File: src/rtl/nwr_stream_gen.sv
// nwr_stream_gen: NWRITE traffic generator that feeds the db_req user stream.
// A start command produces num_pkts packets of len bytes each. The address
// advances by the beat-rounded length after every packet, and the data
// counter keeps running across commands until reset.
module nwr_stream_gen #(
   parameter logic [63:0] BASE_SEED = 64'h0,
   parameter int          MAX_BYTES = 256
) (
   input  logic        log_clk,
   input  logic        log_rst,
   input  logic        start_in,
   input  logic [8:0]  len_in,
   input  logic [7:0]  num_pkts_in,
   input  logic [33:0] addr_in,
   input  logic        nwr_ready_in,
   input  logic        nwr_busy_in,
   input  logic        user_tready_in,
   output logic [33:0] user_addr_o,
   output logic [3:0]  user_ftype_o,
   output logic [3:0]  user_ttype_o,
   output logic [11:0] user_tsize_o,
   output logic [63:0] user_tdata_o,
   output logic        user_tvalid_o,
   output logic [7:0]  user_tkeep_o,
   output logic        user_tlast_o,
   output logic        busy_o,
   output logic        done_o,
   output logic        err_o
);

   localparam logic [1:0] IDLE     = 2'd0;
   localparam logic [1:0] WAIT_RDY = 2'd1;
   localparam logic [1:0] SEND     = 2'd2;
   localparam logic [1:0] GAP      = 2'd3;

   localparam logic [9:0] MAX_LEN = 10'(MAX_BYTES);

   logic [1:0]  state;
   logic [8:0]  len_q;
   logic [7:0]  pkts_left;
   logic [33:0] addr_q;
   logic [6:0]  beat_idx;
   logic [63:0] data_cnt;
   logic        done_q;
   logic        err_q;

   logic [6:0]  nbeats;
   logic        last_beat;
   logic        cmd_legal;
   logic        beat_acc;

   // Beats per packet is ceil(len/8); the last beat is the one at index nbeats-1.
   assign nbeats    = 7'((len_q + 9'd7) >> 3);
   assign last_beat = (beat_idx == nbeats - 7'd1);
   assign cmd_legal = (len_in != 9'd0) && ({1'b0, len_in} <= MAX_LEN) && (num_pkts_in != 8'd0);
   assign beat_acc  = (state == SEND) && user_tready_in;

   // Command sequencing, per-packet beat tracking and the running data counter.
   always_ff @(posedge log_clk or posedge log_rst) begin
      if (log_rst) begin
         state     <= IDLE;
         len_q     <= '0;
         pkts_left <= '0;
         addr_q    <= '0;
         beat_idx  <= '0;
         data_cnt  <= BASE_SEED;
         done_q    <= 1'b0;
         err_q     <= 1'b0;
      end else begin
         done_q <= 1'b0;
         err_q  <= 1'b0;
         case (state)
            IDLE: begin
               if (start_in) begin
                  if (cmd_legal) begin
                     len_q     <= len_in;
                     pkts_left <= num_pkts_in;
                     addr_q    <= addr_in;
                     beat_idx  <= '0;
                     state     <= WAIT_RDY;
                  end else begin
                     err_q <= 1'b1;
                  end
               end
            end
            WAIT_RDY: begin
               if (nwr_ready_in && !nwr_busy_in) state <= SEND;
            end
            SEND: begin
               if (beat_acc) begin
                  data_cnt <= data_cnt + 64'd1;
                  if (last_beat) begin
                     beat_idx <= '0;
                     state    <= GAP;
                  end else begin
                     beat_idx <= beat_idx + 7'd1;
                  end
               end
            end
            default: begin
               // GAP: step to the next packet; address wraps naturally at 34 bits.
               pkts_left <= pkts_left - 8'd1;
               addr_q    <= addr_q + {24'd0, nbeats, 3'b000};
               if (pkts_left == 8'd1) begin
                  done_q <= 1'b1;
                  state  <= IDLE;
               end else begin
                  state <= WAIT_RDY;
               end
            end
         endcase
      end
   end

   // Stream outputs are decoded from registered state so they hold while stalled.
   always_comb begin
      user_tvalid_o = (state == SEND);
      user_tdata_o  = (state == SEND) ? data_cnt : 64'd0;
      user_tlast_o  = (state == SEND) && last_beat;
      user_tkeep_o  = 8'h00;
      if (state == SEND) begin
         if (last_beat && (len_q[2:0] != 3'd0)) user_tkeep_o = ~(8'hFF >> len_q[2:0]);
         else                                   user_tkeep_o = 8'hFF;
      end
   end

   assign user_addr_o  = addr_q;
   assign user_tsize_o = {3'b000, len_q};
   assign user_ftype_o = 4'h5;
   assign user_ttype_o = 4'h4;
   assign busy_o       = (state != IDLE);
   assign done_o       = done_q;
   assign err_o        = err_q;

endmodule
File: config.mk
export PLATFORM = sky130hd
export DESIGN_NAME = nwr_stream_gen
export DESIGN_NICKNAME = d
export VERILOG_FILES = /design/src/rtl/nwr_stream_gen.sv
export SDC_FILE = /design/constraint.sdc
export NUM_CORES = 1
export LEC_CHECK = 0
export BUFFER_PORTS_ARGS = -buffer_cell sky130_fd_sc_hd__buf_2
export CORE_AREA = 4 4 123 149
export DETAILED_ROUTE_END_ITERATION = 10
export DIE_AREA = 0 0 127 153
export GPL_TIMING_DRIVEN = 0
export PLACE_DENSITY_LB_ADDON = 0.12
export SETUP_SLACK_MARGIN = 0.3
export SLEW_MARGIN = 25
export SYNTH_ARGS = -nofsm -noshare
export SYNTH_HDL_FRONTEND = slang
export SYNTH_SLANG_ARGS = --single-unit
File: constraint.sdc
create_clock -name log_clk -period 5.09 [get_ports log_clk]
set_input_delay 1.018 -clock log_clk [delete_from_list [all_inputs] [get_ports log_clk]]
set_output_delay 1.018 -clock log_clk [all_outputs]
set_load 0.02 [all_outputs]
==> results.ini <==
[outcome]
run_status=completed

[floorplan]
die_outline_height_um=153
top_level_ports=188
rows=52
initial_core_util=0.4442
floorplan.die_area_um2=19430
chipWidth_um=127
floorplan.core_area_um2=16790

[synthesis]
async_flop_share=1.000
ys.flop_type=sky130_fd_sc_hd__dfrtp_1
number_of_flops_mapped_to_enable_cells_by_yosys=0
post_syn_instances=819
synth_largest_type_area_fraction=0.4229
ys_warn_count=0
synth-compound-area-share=0.1359
post_synth_xor_area_fraction=0.09867
synth_seq_cells=126
synth_top_family_by_area=simple AND/OR/NAND/NOR gates
synth.top_cells.by_area=sky130_fd_sc_hd__dfrtp_1 (42%), sky130_fd_sc_hd__xnor2_1 (7.2%), sky130_fd_sc_hd__and2_1 (5.4%)
synthSimpleGateAreaFrac=0.2403
synth_mux_area_frac=0.02635
synth_seq_area_share=0.4229
synth_cell_type_count=67
post-synth-top-area-cell=sky130_fd_sc_hd__dfrtp_1
synthesis.area_per_instance_um2=9.104
synth.cell_area_um2=7456
synth-adder-area-share=0.02954

[critical_path]
critical_path_required_ns=4.07
crit_path_end_kind=output port
timing.critical_path.fanout_max=8
critical_path_class=reg2out
worstSetupStartpointType=flip-flop
critical_path_arrival_ns=3.43

[pwr]
power.total_mw=5.490
seq_power_share=0.286
power.switching_mw=2.467
power_frac_clock=0.231
power.ir.vdd_worst_uv=273.3
p_per_area_nw_per_um2=589.7
pwr-share-comb=0.483
power.internal_mw=3.022
total_leakage_power_nw=4.470
p_sw_frac=0.4494

[grt]
grt_overflow_total=0
maximum_number_of_pins_on_one_net_before_global_route_repair=93
first_global_vias=6746
grt_first_pass_wirelength_mm=34.36
all_layer_global_routing_usage=0.2163
antenna_violations_before_repair=1

[finish]
design.final.nets=1100
n_fill_cell=1573
antenna-diode-count=0
area_growth_pct=24.85
most_common_cell_after_layout_fill_and_taps_aside=sky130_fd_sc_hd__buf_2
drive_gt1_frac=0.2483
final_cell_mix=sky130_fd_sc_hd__buf_2 (179), sky130_fd_sc_hd__dfrtp_1 (126), sky130_fd_sc_hd__nand2_1 (72)
area_of_the_multi_input_gates_um2=3999
utilization=0.5546
stdcell_area_um2=9309
final-seq-area_um2=3153

[routing]
drc=0
detailroute.via_count=6703
drt.antenna.violating_nets=0
via_per_inst=5.341
first_iter_violations=404
detail_routed_net_length_per_standard_cell_um=16.61
totalWireLength_mm=20.85
drt-pass1-iter-count=5

[timing]
setup_repair_after_global_routing_missed_its_margin=no
fin_skew_ns=0.006050
final_max_slew_viol_count=0
worst_slew_pin_slew_ns=0.7177
maxClockFrequency_ghz=0.2250
hold_violations=0
report.final.setup_viol=0
finalCritPeriodShare=0.8733
worst_slew_margin_rel=0.5179
final.hold.worst_slack_ns=0.4663
timing.final.crit_period_ns=4.445

[place]
finalWeightedCongestion=0.8670
placed_standard_cell_area_um2=8676
hpwl_mm=15.29
io_buffers=176

[clock_tree]
cts.sinks=126
worstSkewPairLatency_ns=0.42
tritoncts=built
worst_setup_hold_path_clk_slew_ns=0.05
htree_num_levels=4
tritoncts.num_buffers=17
clk_root_buffer_cell=sky130_fd_sc_hd__clkbuf_16
cts.path.max_buffers=2
cts_hold_buffers=0

[job]
number_of_max_cap_violations=0

[min_path]
min-delay-path-class=reg2reg

==> power groups by stage <==
stage                     Sequential, mW  Combinational (mW)  Clock, mW
after floorplan                     1.71                1.69          0
after global placement              1.58                2.60          0
after detailed placement            1.58                2.63          0
after CTS                           1.57                2.65       1.29
after global routing                1.61                2.96       1.34
final                               1.57                2.65       1.27
==> per-layer routing <==
| layer | routed length (um) | GRT usage | vias up |
|---|---|---|---|
| met4 | 349 | 0.07052 | 2 |
| met5 | 13 | 0 | - |
| met1 | 9472 | 0.2937 | 3161 |
| li1 | - | - | 3262 |
| met3 | 1313 | 0.04293 | 31 |
| met2 | 9696 | 0.3474 | 247 |
==> final cells by class <==
| type | instances | area share |
|---|---|---|
| Clock inverter | 12 | 0.01734 |
| Multi-Input combinational cell | 627 | 0.4296 |
| Buffer | 51 | 0.02661 |
| Tap cell | 216 | 0.02903 |
| Clock buffer | 20 | 0.04906 |
| Sequential cell | 126 | 0.3387 |
| Inverter | 24 | 0.01048 |
| Timing Repair Buffer | 179 | 0.09919 |
==> flip-flops by register name, summed over array words and instances, names as in the netlist <==
register / cells
beat_idx: 7
data_cnt: 64
done_o: 1
err_o: 1
len_q: 9
pkts_left: 8
state: 2
user_addr_o: 34
==> final timing paths <==
path,from,end,slack (ns),depth (start not counted)
max,len_q[0],user_tkeep_o[6],0.64,13
min,data_cnt[63],data_cnt[63],0.47,1
max reg2reg,len_q[0],user_addr_o[15],1.34,15
min reg2reg,data_cnt[63],data_cnt[63],0.47,1
max in group asynchronous,log_rst,data_cnt[5],3.79,3
min in group asynchronous,log_rst,data_cnt[53],0.56,2
==> metrics by stage <==
stage / setup TNS [ns] / instances / worst slack, ns
2_1_floorplan: 0 / 828 / 0.7161
3_3_place_gp: -130.04 / 1220 / -1.042
3_5_place_dp: 0 / 1221 / 1.017
4_1_cts: 0 / 1253 / 0.5573
5_1_grt: 0 / 1255 / 0.3640
6_report: 0 / 1255 / 0.6448
==> repair_timing <==
item,in CTS,in global routing
buffers inserted,0,2
setup endpoints to repair,0,4
resized for setup,0,0
==> cell usage after synthesis, drive strengths merged, types with 2 or more instances <==
cell and number:
dfrtp 126, nand2 72, and2 64, xnor2 61
nor2 59, a21oi 57, nand3 39, clkbuf 35
o21ai 35, inv 24, o22ai 24, xor2 23
nor3 20, and3 16, buf 16, ha 16
nand4 16, mux2 13, nor4 10, or3 9
and4 7, or2 7, mux2i 5, o22a 5
o31ai 5, a21o 4, a31oi 4, or4 4
a22oi 3, nand2b 3, a211o 2, a211oi 2
a22o 2, a41o 2, conb 2, nor4b 2
o21a 2, o21bai 2, o2bb2ai 2, o311a 2
o31a 2, o32ai 2
==> worst max-delay path: stages, from the launching register on <==
cell	delay, ns
sky130_fd_sc_hd__dfrtp_1	0.37
sky130_fd_sc_hd__clkbuf_1	0.20
sky130_fd_sc_hd__or3_1	0.37
sky130_fd_sc_hd__clkbuf_1	0.17
sky130_fd_sc_hd__nand2_1	0.11
sky130_fd_sc_hd__xor2_1	0.22
sky130_fd_sc_hd__ha_1	0.29
sky130_fd_sc_hd__nand3_1	0.10
sky130_fd_sc_hd__o22ai_1	0.23
sky130_fd_sc_hd__xnor2_1	0.15
sky130_fd_sc_hd__nand4_1	0.27
sky130_fd_sc_hd__nor2_1	0.25
sky130_fd_sc_hd__a31oi_1	0.10
sky130_fd_sc_hd__buf_2	0.19
==> cell families (layout without fill, tap and decap cells) <==
logic type,Yosys count,count (layout)
xor+xnor,84,84
compound gates,165,165
fa+ha+maj,17,17
flops,126,126
buf+inv,75,286
simple gates,332,332
mux,18,18
other cells,2,11
Note: power is estimated with default switching activity, not from simulation.
